<file path="src/rtl/cpu_seq.sv">
// cpu_seq -- multi-cycle FETCH/DECODE/EXECUTE/WRITE_BACK instruction sequencer
// with the program counter.
//
// Sits between the instruction memory and the decode/alu/regbank datapath.
// Fetches use a req/ack handshake, so fetch latency can vary. EXECUTE stalls
// while exec_busy is high. A HALT instruction can be resumed, single-step debug
// is supported, and branches may be absolute or pc-relative.
//
// Handshake: imem_req is high in every FETCH cycle and holds until the cycle
// in which imem_ack is high. In that cycle imem_data is captured into inst.
// imem_ack in any other state is ignored.
//
// Optional feature: define CPU_SEQ_PERF_EN to build the cycle_count and
// retired_count performance counters. When it is undefined, both ports read 0
// and no counter flops are built. The port list is the same in both builds.
//
// Ports:
//   clk            clock, rising edge
//   reset          asynchronous, active-low reset
//   imem_req       fetch request; the fetch address is pc
//   imem_ack       fetch complete; imem_data is valid this cycle
//   imem_data      instruction word
//   is_halt        decoded HALT, sampled in DECODE
//   exec_busy      multi-cycle execute in progress, sampled in EXECUTE
//   no_writeback   suppress the register write, sampled in WRITE_BACK
//   take_branch    branch taken, sampled in WRITE_BACK
//   is_relative    1 = pc-relative target, 0 = absolute target
//   branch_addr    branch target or two's-complement offset
//   single_step    level; halt after every retired instruction
//   resume         pulse; leave HALTED
//   pc             current program counter
//   inst           latched instruction
//   state          FETCH=0 DECODE=1 EXECUTE=2 WRITE_BACK=3 HALTED=4
//   decode_en/exec_en/wb_en  stage strobes
//   halted         state == HALTED
//   cycle_count/retired_count  performance counters
module cpu_seq #(
   parameter int unsigned      WIDTH        = 32,
   parameter logic [WIDTH-1:0] PC_RESET     = '0,
   parameter logic [WIDTH-1:0] PC_STEP      = WIDTH'(1),
   parameter bit               START_HALTED = 1'b0
) (
   input  logic             clk,
   input  logic             reset,
   output logic             imem_req,
   input  logic             imem_ack,
   input  logic [WIDTH-1:0] imem_data,
   input  logic             is_halt,
   input  logic             exec_busy,
   input  logic             no_writeback,
   input  logic             take_branch,
   input  logic             is_relative,
   input  logic [WIDTH-1:0] branch_addr,
   input  logic             single_step,
   input  logic             resume,
   output logic [WIDTH-1:0] pc,
   output logic [WIDTH-1:0] inst,
   output logic [2:0]       state,
   output logic             decode_en,
   output logic             exec_en,
   output logic             wb_en,
   output logic             halted,
   output logic [WIDTH-1:0] cycle_count,
   output logic [WIDTH-1:0] retired_count
);

   localparam logic [2:0] S_FETCH  = 3'd0;
   localparam logic [2:0] S_DECODE = 3'd1;
   localparam logic [2:0] S_EXEC   = 3'd2;
   localparam logic [2:0] S_WB     = 3'd3;
   localparam logic [2:0] S_HALTED = 3'd4;
   localparam logic [2:0] S_RESET  = START_HALTED ? S_HALTED : S_FETCH;

   // Records why we are halted. After a HALT instruction, pc still points at
   // the HALT, so resume must step past it. After a single step, pc already
   // points at the next instruction.
   localparam logic CAUSE_INSN = 1'b0;
   localparam logic CAUSE_STEP = 1'b1;

   logic [2:0]       state_q;
   logic [2:0]       state_d;
   logic [WIDTH-1:0] pc_q;
   logic [WIDTH-1:0] inst_q;
   logic             cause_q;
   logic [WIDTH-1:0] pc_wb;

   // State register
   always_ff @(posedge clk or negedge reset) begin
      if (!reset) state_q <= S_RESET;
      else        state_q <= state_d;
   end

   // Next-state logic
   always_comb begin
      state_d = state_q;
      case (state_q)
         S_FETCH:  if (imem_ack) state_d = S_DECODE;
         S_DECODE: state_d = is_halt ? S_HALTED : S_EXEC;
         S_EXEC:   if (!exec_busy) state_d = S_WB;
         S_WB:     state_d = single_step ? S_HALTED : S_FETCH;
         S_HALTED: if (resume) state_d = S_FETCH;
         default:  state_d = S_FETCH;  // encodings 5..7 recover
      endcase
   end

   // Output logic. imem_req is gated by reset so that a request is abandoned
   // as soon as reset is asserted.
   always_comb begin
      imem_req  = reset && (state_q == S_FETCH);
      decode_en = (state_q == S_DECODE);
      exec_en   = (state_q == S_EXEC);
      wb_en     = (state_q == S_WB) && !no_writeback;
      halted    = (state_q == S_HALTED);
   end

   // Next pc at WRITE_BACK. All arithmetic wraps modulo 2^WIDTH.
   always_comb begin
      pc_wb = pc_q + PC_STEP;
      if (take_branch) pc_wb = is_relative ? (pc_q + branch_addr) : branch_addr;
   end

   // Datapath registers: pc, latched instruction, halt cause
   always_ff @(posedge clk or negedge reset) begin
      if (!reset) begin
         pc_q    <= PC_RESET;
         inst_q  <= '0;
         cause_q <= CAUSE_INSN;
      end else begin
         case (state_q)
            S_FETCH:  if (imem_ack) inst_q <= imem_data;
            S_DECODE: if (is_halt) cause_q <= CAUSE_INSN;
            S_WB: begin
               pc_q <= pc_wb;
               if (single_step) cause_q <= CAUSE_STEP;
            end
            S_HALTED: if (resume && cause_q == CAUSE_INSN) pc_q <= pc_q + PC_STEP;
            default: ;
         endcase
      end
   end

   assign pc    = pc_q;
   assign inst  = inst_q;
   assign state = state_q;

`ifdef CPU_SEQ_PERF_EN
   logic [WIDTH-1:0] cyc_q;
   logic [WIDTH-1:0] ret_q;

   always_ff @(posedge clk or negedge reset) begin
      if (!reset) begin
         cyc_q <= '0;
         ret_q <= '0;
      end else begin
         if (state_q != S_HALTED) cyc_q <= cyc_q + WIDTH'(1);
         if (state_q == S_WB)     ret_q <= ret_q + WIDTH'(1);
      end
   end

   assign cycle_count   = cyc_q;
   assign retired_count = ret_q;
`else
   assign cycle_count   = '0;
   assign retired_count = '0;
`endif

endmodule

</file>
<file path="config.mk">
export PLATFORM = sky130hd
export DESIGN_NAME = cpu_seq
export DESIGN_NICKNAME = d
export VERILOG_FILES = /design/src/rtl/cpu_seq.sv
export SDC_FILE = /design/constraint.sdc
export NUM_CORES = 1
export LEC_CHECK = 0
export CORE_MARGIN = 5
export CORE_UTILIZATION = 50
export CTS_CLUSTER_SIZE = 25
export DETAILED_ROUTE_END_ITERATION = 12
export PLACE_DENSITY_LB_ADDON = 0.3
export REMOVE_ABC_BUFFERS = 1
export SLEW_MARGIN = 20
export SYNTH_ARGS = -nofsm -noshare
export SYNTH_HDL_FRONTEND = slang
export SYNTH_SLANG_ARGS = --single-unit
</file>
<file path="constraint.sdc">
create_clock -name clk -period 8.1 [get_ports clk]
set_clock_uncertainty 0.15 [all_clocks]
set_input_delay 1.215 -clock clk [delete_from_list [all_inputs] [get_ports clk]]
set_output_delay 1.215 -clock clk [all_outputs]
set_load 0.05 [all_outputs]
</file>
==> results of run 1 <==
-- layer usage --
metal / vias to the layer above / track usage (%) / share of wire [%]
li1: 2651 / - / -
met1: 2696 / 29.13 / 40
met2: 312 / 38.99 / 48
met3: 59 / 4.441 / 7.9
met4: 0 / 11.83 / 3.8
met5: - / 0 / 0
-- cells in the final DEF, fill, tap and decap left out, types with 8 or more instances in the layout --
cell type        count
clkdlybuf4s50_1    144
a21oi_1             86
dfrtp_1             68
conb_1              64
nor2_1              61
nand2_1             52
mux2_2              34
ha_1                32
o21ai_0             30
nand3_1             28
xnor2_1             17
nor3_1              15
a21o_1              15
o22ai_1             15
inv_1               14
nand4_1             11
xor2_1              10
clkbuf_16            9
mux2i_1              8
-- cells in the mapped netlist (2+ instances only) --
cell type | n | area, µm²
o32ai_1 | 2 | 17.52
nand4_1 | 11 | 68.82
a211oi_1 | 6 | 45.04
o31ai_1 | 2 | 15.01
nand3_1 | 28 | 140.1
clkbuf_1 | 18 | 67.56
nand2_1 | 52 | 195.2
o221a_2 | 2 | 22.52
and2_1 | 6 | 37.54
mux2i_1 | 8 | 80.08
buf_4 | 65 | 488.0
a221oi_1 | 4 | 35.03
nor4_1 | 2 | 12.51
xor2_1 | 10 | 87.58
clkbuf_8 | 5 | 68.82
dfrtp_1 | 68 | 1702
o21ai_1 | 5 | 25.02
nor2_1 | 61 | 229.0
a211oi_2 | 3 | 37.54
ha_1 | 32 | 400.4
o21a_1 | 2 | 15.01
buf_1 | 5 | 18.77
o21ai_0 | 30 | 150.1
nand3b_1 | 2 | 15.01
a21o_1 | 15 | 112.6
a21oi_1 | 86 | 430.4
nand2b_1 | 5 | 31.28
and3_1 | 5 | 31.28
mux2_2 | 34 | 382.9
o22a_1 | 2 | 17.52
inv_1 | 14 | 52.55
o22ai_1 | 15 | 93.84
o21bai_1 | 6 | 45.04
nor3_1 | 15 | 75.07
a31oi_1 | 7 | 43.79
nor2b_1 | 7 | 43.79
xnor2_1 | 17 | 148.9
o221ai_1 | 2 | 17.52
-- power breakdown --
part	switching (mW)	total, mW	leakage, nW	internal [mW]
logic	1.48	2.34	2.16	0.862
registers	0.186	0.693	0.786	0.506
clock network	0.169	0.411	0.143	0.243
total	1.84	3.45	3.09	1.61
-- worst min-delay path by stage --
stage | from | to | slack (ps) | cells past startpoint
after global placement | inst[7] | inst[7] | 340 | 1
after floorplan | cause_q | cause_q | 330 | 2
final | inst[27] | inst[27] | 360 | 1
after detailed placement | inst[27] | inst[27] | 340 | 1
after CTS | inst[27] | inst[27] | 360 | 1
after global routing | inst[9] | inst[9] | 370 | 1
-- state kept, by name (all words and copies together) (netlist names) --
| register | cells |
|---|---|
| cause_q | 1 |
| state | 3 |
| inst | 32 |
| pc | 32 |
-- kinds of logic (layout without fill, tap and decap cells) --
group / after synthesis / count (layout) / synth area share (%)
flip-flops: 68 / 68 / 29.00
buffers and inverters: 110 / 182 / 12.22
AND/OR/NAND/NOR: 206 / 206 / 16.53
other: 1 / 64 / 0.06392
AO/OA/AOI/OAI: 209 / 209 / 23.10
multiplexers: 42 / 42 / 7.891
adder cells (fa/ha/maj): 33 / 33 / 7.166
XOR/XNOR: 27 / 27 / 4.031
-- worst max-delay path: cells and delay by family --
| kind | cells | cell delay [ps] |
|---|---|---|
| buffers and inverters | 1 | 420 |
| adder cells (fa/ha/maj) | 2 | 690 |
| XOR/XNOR | 1 | 180 |
| AO/OA/AOI/OAI | 8 | 1650 |
-- cell type report --
type	count	area (µm²)
clock buffers	9	225.2
repair buffers	152	1499
multi-input cells	581	3685
flip-flops and latches	68	1702
fillers	963	4045
well taps	143	178.9
clock inverters	7	80.08
inverters	14	52.55
==> run summary, run 1 <==
Crit path required time -> 8150 ps
Hold Slack -> 355.4 ps
CTS Buf Count -> 9
Reg2Reg Launch Point -> pc[0]
Starting Density -> 51.16%
EDFF count, synth -> 0
Slowest cell on crit path -> fa_1
Largest net degree at the start of global routing -> 67
CTS tree -> done
Sequential element share of the synthesized area -> 29.00%
Routability cong. -> 0.9319
WP data arrival -> 4130 ps
Max FO, Critical Path -> 3
Syn avg cell area -> 8.429 µm²
Max_cap viols -> 0
CTS Sinks -> 68
VDD IR-drop max -> 285.4 µV
Final period util -> 50.33%
LEAKAGE -> 3.089 nW
Iter 0 DRT Violations -> 373
Placed insts -> 958
CTS max path bufs -> 2
Post-Route Setup TNS -> 0 ps
Vias in the first global route -> 5562
Nets@finish -> 933
Post-Layout Cell Count -> 974
Unrepaired setup endpoints after global routing -> no
Final Power -> 3.447 mW
Worst reg2reg path depth -> 11
Worst slack, placed -> 3726 ps
Worst skew pair latency -> 340 ps
Startpoint Class -> input port
Placed cell area -> 7117 µm²
Final Critical Period -> 4076 ps
Crit. Startpoint -> branch_addr[0]
Io pins -> 210
Worst setup margin -> 4024 ps
First-pass GRT wire length -> 27.47 mm
Post-synth ARST share -> 100.0%
CP peak stage delay -> 450 ps
Routed WL per cell -> 17.82 µm
Critical path type -> in2reg
Total track usage -> 23.49%
Initial antenna violation count -> 0
Slew HR -> 41.24%
Vias per inst -> 5.871
Clock root buffer -> clkbuf_16
Cell Pwr Density -> 464.4 nW/µm²
Final Setup Violations -> 0
Post-synth top flop -> dfrtp_1
Drt pass-1 iters -> 5
Via count -> 5718
Core Box Area -> 11470 µm²
#FFs+latches synth -> 68
# rows -> 39
# hold bufs at CTS -> 0
Final Util -> 64.72%
Layout cells sized above 1 -> 9.627%
Clock slew at reported path FFs -> 60 ps
Die height -> 118.3 µm
Worst slew pin tran -> 881.4 ps
CP Capture Type -> flip-flop
Residual DRC -> 0
Design Area, Final -> 7422 µm²
Post-cts sizing count -> 0
Final hold violations -> 0
Yosys warns -> 0
Status -> completed
Post-CTS Setup Bufs -> 0
Worst setup path endpoint -> pc[28]
Inserted Diodes -> 0
Worst Hold Class -> reg2reg
Antenna viol nets, final -> 0
Cell Area, Synth -> 5867 µm²
Final WL -> 17.35 mm
Port bufs -> 145
Area growth syn-to-layout -> 26.51%
Max-slew violation count -> 0
Die area -> 14000 µm²
Cell variety after synth -> 75
R2R Path End -> pc[28]
Gate Count Post-Synth -> 696
CTS H-Tree Depth -> 3
Most frequent CP cell -> a211oi_2
Post-DP HPWL -> 12.67 mm
Critical-path cell list -> clkdlybuf4s50_1 > ha_1 > fa_1 > a211oi_2 > o21ai_1 > a211oi_2 > o211ai_1 > a31oi_2 > o21bai_2 > a221oi_2 > xor2_1 > a21oi_1
R2R Setup Slk -> 4840 ps
FMAX -> 0.2453 GHz
Total gr overflow -> 0
Die W -> 118.3 µm
Power figures use the tool's default switching activity.
==> inputs of run 2 (changes only) <==
- CORE_UTILIZATION: 50 -> 46
- clock period: 8.1 -> 4 ns (I/O delays scaled with it)
==> run 2 against run 1 <==
Utilization down 5.2 points. Sequential cell count unchanged. Power rose by 100%. Die area increased by 8.0%. Largest power group unchanged.
==> run summary, run 2 (synthesized netlist as in run 1, its figures left out) <==
Status -> completed (unchanged)
Nets@finish -> 935 (was 933)
WHS Path Cells -> 1 (unchanged)
Unrepaired setup endpoints after global routing -> no (unchanged)
Largest net degree at the start of global routing -> 69 (was 67)
FMAX -> 0.2967 GHz
Total track usage -> 22.24% (was 23.49%)
Worst slew pin tran -> 923.3 ps (was 881.4 ps)
Drt pass-1 iters -> 5 (unchanged)
Worst reg2reg path depth -> 11 (unchanged)
Die W -> 122.9 µm (was 118.3 µm)
Clock slew at reported path FFs -> 50 ps (was 60 ps)
CTS tree -> done (unchanged)
Worst Hold Class -> reg2reg (unchanged)
Routability cong. -> 0.8838 (was 0.9319)
# hold bufs at CTS -> 0 (unchanged)
Initial antenna violation count -> 0 (unchanged)
CP Capture Type -> flip-flop (unchanged)
Post-Route Setup TNS -> 0 ps (unchanged)
Port bufs -> 145 (unchanged)
CTS Sinks -> 68 (unchanged)
Clock root buffer -> clkbuf_16 (unchanged)
Worst slack, placed -> 275.3 ps (was 3726 ps)
Post-cts sizing count -> 0 (unchanged)
Final Critical Period -> 3370 ps
Die area -> 15110 µm² (was 14000 µm²)
CTS max path bufs -> 2 (unchanged)
Final WL -> 17.49 mm (was 17.35 mm)
Critical-path cell list -> clkdlybuf4s50_1 > ha_1 > fa_1 > a211oi_2 > o21ai_1 > a211oi_2 > o211ai_1 > a31oi_2 > o21bai_2 > a221oi_2 > xor2_1 > a21oi_1 (unchanged)
Post-DP HPWL -> 13.07 mm (was 12.67 mm)
Crit-path leading delay family -> compound AO/OA/AOI/OAI gates (unchanged)
Worst skew pair latency -> 340 ps (about the same)
Placed cell area -> 7168 µm² (was 7117 µm²)
Layout cells sized above 1 -> 9.604% (was 9.627%)
Cell Pwr Density -> 934.5 nW/µm² (was 464.4 nW/µm²)
Fillers -> 1139 (was 963)
Max-slew violation count -> 0 (unchanged)
Vias in the first global route -> 5412 (was 5562)
Via count -> 5580 (was 5718)
CP peak stage delay -> 430 ps (was 450 ps)
Most frequent CP cell -> a211oi_2 (unchanged)
Critical path type -> in2reg (unchanged)
Io pins -> 210 (unchanged)
WP data arrival -> 3420 ps (was 4130 ps)
Most common cell after layout, fill and taps aside -> clkdlybuf4s50_1 (unchanged)
Final Setup Violations -> 0 (unchanged)
Inserted Diodes -> 0 (unchanged)
Max_cap viols -> 0 (unchanged)
# rows -> 41 (was 39)
R2R Setup Slk -> 850 ps (was 4840 ps)
LEAKAGE -> 3.108 nW (was 3.089 nW)
Residual DRC -> 0 (unchanged)
Routed WL per cell -> 17.40 µm (was 17.82 µm)
Most frequent cells in the layout -> clkdlybuf4s50_1 (144), a21oi_1 (86), dfrtp_1 (68), conb_1 (64), nor2_1 (61) (unchanged)
Startpoint Class -> input port (unchanged)
Design Area, Final -> 7487 µm² (was 7422 µm²)
Iter 0 DRT Violations -> 375 (was 373)
Slew HR -> 38.45% (was 41.24%)
CTS H-Tree Depth -> 3 (unchanged)
Final period util -> 84.26%
First-pass GRT wire length -> 26.61 mm (was 27.47 mm)
Final Util -> 59.57% (was 64.72%)
CTS Buf Count -> 9 (unchanged)
CP Buf/Inv Count -> 1 (unchanged)
Die height -> 122.9 µm (was 118.3 µm)
Antenna viol nets, final -> 0 (unchanged)
Worst setup margin -> 629.7 ps (was 4024 ps)
Vias per inst -> 5.552 (was 5.871)
Starting Density -> 46.68% (was 51.16%)
Final Power -> 6.996 mW (was 3.447 mW)
Core Box Area -> 12570 µm² (was 11470 µm²)
Total gr overflow -> 0 (unchanged)
Area growth syn-to-layout -> 27.62% (was 26.51%)
Crit path required time -> 4050 ps (was 8150 ps)
CP Depth -> 12 (unchanged)
Max FO, Critical Path -> 3 (unchanged)
Post-CTS Setup Bufs -> 0 (unchanged)
Final hold violations -> 0 (unchanged)
Slowest cell on crit path -> clkdlybuf4s50_1 (was fa_1)
VDD IR-drop max -> 423.5 µV (was 285.4 µV)
run 2: stage by stage:
stage,std cells,hold slack [ps]
after floorplan,663,154.4
after global placement,989,337.4
after detailed placement,989,344.2
after CTS,1005,356.6
after global routing,1005,372.5
final,1005,354.9
run 2: path summary, 6_finish.rpt:
check	from	endpoint
min in group asynchronous	reset	inst[4]
max reg2reg	pc[0]	pc[28]
max in group asynchronous	reset	pc[10]
max	branch_addr[0]	pc[28]
min	inst[19]	inst[19]
min reg2reg	inst[19]	inst[19]
run 2: power breakdown:
group	internal (mW)	switching (mW)	total, mW	leakage, nW
clock network	0.562	0.311	0.873	0.153
registers	1.03	0.366	1.39	0.786
logic	1.75	2.98	4.73	2.17
total	3.34	3.66	7.00	3.11
run 2: metal layers:
layer	share of wire [%]	track usage, %	vias to the layer above
li1	-	-	2660
met1	41	28.56	2629
met2	49	37.72	264
met3	8.2	4.758	27
met4	1.9	6.438	0
met5	0	0	-
run 2: layout make-up:
| type | instances | area, µm² | share of cell area, % |
|---|---|---|---|
| clock buffers | 12 | 246.5 | 3.292 |
| clock inverters | 4 | 72.57 | 0.9693 |
| inverters | 14 | 52.55 | 0.7019 |
| multi-input cells | 581 | 3685 | 49.21 |
| flip-flops and latches | 68 | 1702 | 22.73 |
| well taps | 172 | 215.2 | 2.874 |
| repair buffers | 154 | 1514 | 20.22 |
==> edit: new RTL, settings of run 2 <==
The option `CPU_SEQ_PERF_EN` is turned on by a define.
--- a/src/rtl/cpu_seq.sv
+++ b/src/rtl/cpu_seq.sv
@@ -36,2 +36,4 @@
 //   cycle_count/retired_count  performance counters
+`define CPU_SEQ_PERF_EN
+
 module cpu_seq #(
Function: changed (Yosys sat finds a counterexample within 4 cycles, from zero or initial values and one cycle with reset low).
==> edit against run 2 <==
Power is 23% higher; sequential cell count is 64 higher; via count is 30% higher; cell area is 45% higher; wire length is 32% higher; setup slack worse by 110 ps; sequential power is 60% higher; area after synthesis is 35% higher; critical path depth is 1 higher; final cell count is 28% higher; largest cell class unchanged.
==> edit: results (changes against run 2) <==
Tot GR Track Use -> 23.2% (was 22.2%)
cts bufs inserted -> 17 (was 9)
Worst-Skew Late Latency -> 420 ps (was 340 ps)
vias per cell -> 5.64 (was 5.55)
largest net degree at the start of global routing -> 71 (was 69)
number of gates resized after CTS -> 0 (unchanged)
sum of routed wire segments on met1 -> 9.60 mm (was 7.12 mm)
worst path arrival time -> 3680 ps (was 3420 ps)
top sig layer -> met4 (unchanged)
met3 WL post-DR -> 1.67 mm (was 1.44 mm)
Clock Path Buffers -> 2 (unchanged)
initial DRC count -> 400 (was 375)
Nets -> 1,164 (was 935)
# H-tree levels -> 4 (was 3)
met1 Use GR -> 29.1% (was 28.6%)
Routed WL -> 23.0 mm (was 17.5 mm)
Pre-Repair DR Iteration Count -> 5 (unchanged)
Worst IR Drop VDD -> 0.000546 V (was 0.000424 V)
Leak -> 4.53 nW (was 3.11 nW)
most common library cells after synthesis -> dfrtp_1 (132), a21oi_1 (80), nor2_1 (71) (was a21oi_1 (86), dfrtp_1 (68), buf_4 (65))
fillers -> 1,416 (was 1,139)
Hold Crit Class -> in -> async (was reg -> reg)
reg2reg path depth -> 12 (was 11)
run status -> complete, no violations (unchanged)
synth unique cells -> 66 (was 75)
M2 GR Usage -> 39.2% (was 37.7%)
Placer Congestion -> 0.949 (was 0.884)
sequential area share after synthesis -> 41.9% (was 29.0%)
met3 Resource Use GR -> 4.94% (was 4.76%)
setup TNS after final layout -> 0 ps (unchanged)
post-DP HPWL -> 17.2 mm (was 13.1 mm)
layout cells sized above 1 -> 9.18% (was 9.60%)
Slew @ Worst Pin -> 864 ps (was 923 ps)
Critical R2R Launch -> pc[0] (unchanged)
first-pass GRT wire length -> 37.5 mm (was 26.6 mm)
I/O Buffers -> 209 (was 145)
vias in the first global route -> 7,180 (was 5,412)
Worst path slowest cell -> fa_1 (was clkdlybuf4s50_1)
CP max FO -> 5 (was 3)
Met2 Wirelength -> 11.1 mm (was 8.60 mm)
largest cells by area after synthesis -> dfrtp_1 (42%), xnor2_1 (6.1%), ha_1 (5.4%) (was dfrtp_1 (29%), buf_4 (8.3%), a21oi_1 (7.3%))
==> edit: worst paths after layout <==
| check | end | slack, ps |
|---|---|---|
| worst min register to register | retired_count[31] | 320 |
| worst min-delay path | retired_count[23] | 220 |
| max in group asynchronous | pc[18] | 2140 |
| worst max-delay path | pc[30] | 520 |
| min in group clk | retired_count[31] | 320 |
| worst max register to register | pc[30] | 680 |
==> edit: cell families after synthesis <==
| group | Yosys count | share of synthesized area (%) |
|---|---|---|
| AND/OR/NAND/NOR | 293 | 18.7 |
| XOR/XNOR | 86 | 9.54 |
| multiplexers | 46 | 6.36 |
| AO/OA/AOI/OAI | 204 | 15.7 |
| adder cells (fa/ha/maj) | 35 | 5.64 |
| buffers and inverters | 45 | 2.24 |
| flip-flops | 132 | 41.9 |
==> edit: layout make-up <==
type / instances / area [µm²] / area share [%]
flip-flops and latches: 132 / 3300 / 30.5
repair buffers: 222 / 2190 / 20.2
multi-input cells: 664 / 4430 / 40.9
clock inverters: 14 / 129 / 1.19
clock buffers: 18 / 439 / 4.05
inverters: 18 / 67.6 / 0.624
well taps: 220 / 275 / 2.54
==> edit: stage by stage <==
stage | hold WS [ps] | instance area (µm²) | std cells | util (%) | setup slack (ps)
3_5_place_dp | 314 | 10300 | 1256 | 61.4 | 98.0
5_1_grt | 315 | 10800 | 1288 | 64.8 | 276
2_1_floorplan | 154 | 7780 | 814 | - | 212
3_3_place_gp | 309 | 10300 | 1256 | 61.4 | 171
4_1_cts | 259 | 10800 | 1288 | 64.8 | 528
6_report | 222 | 10800 | 1288 | 64.8 | 519
==> edit: where the power goes <==
part / internal [mW] / switching (mW)
Combinational: 1.83 / 3.05
Clock: 0.839 / 0.663
Sequential: 1.73 / 0.482
Total: 4.40 / 4.20
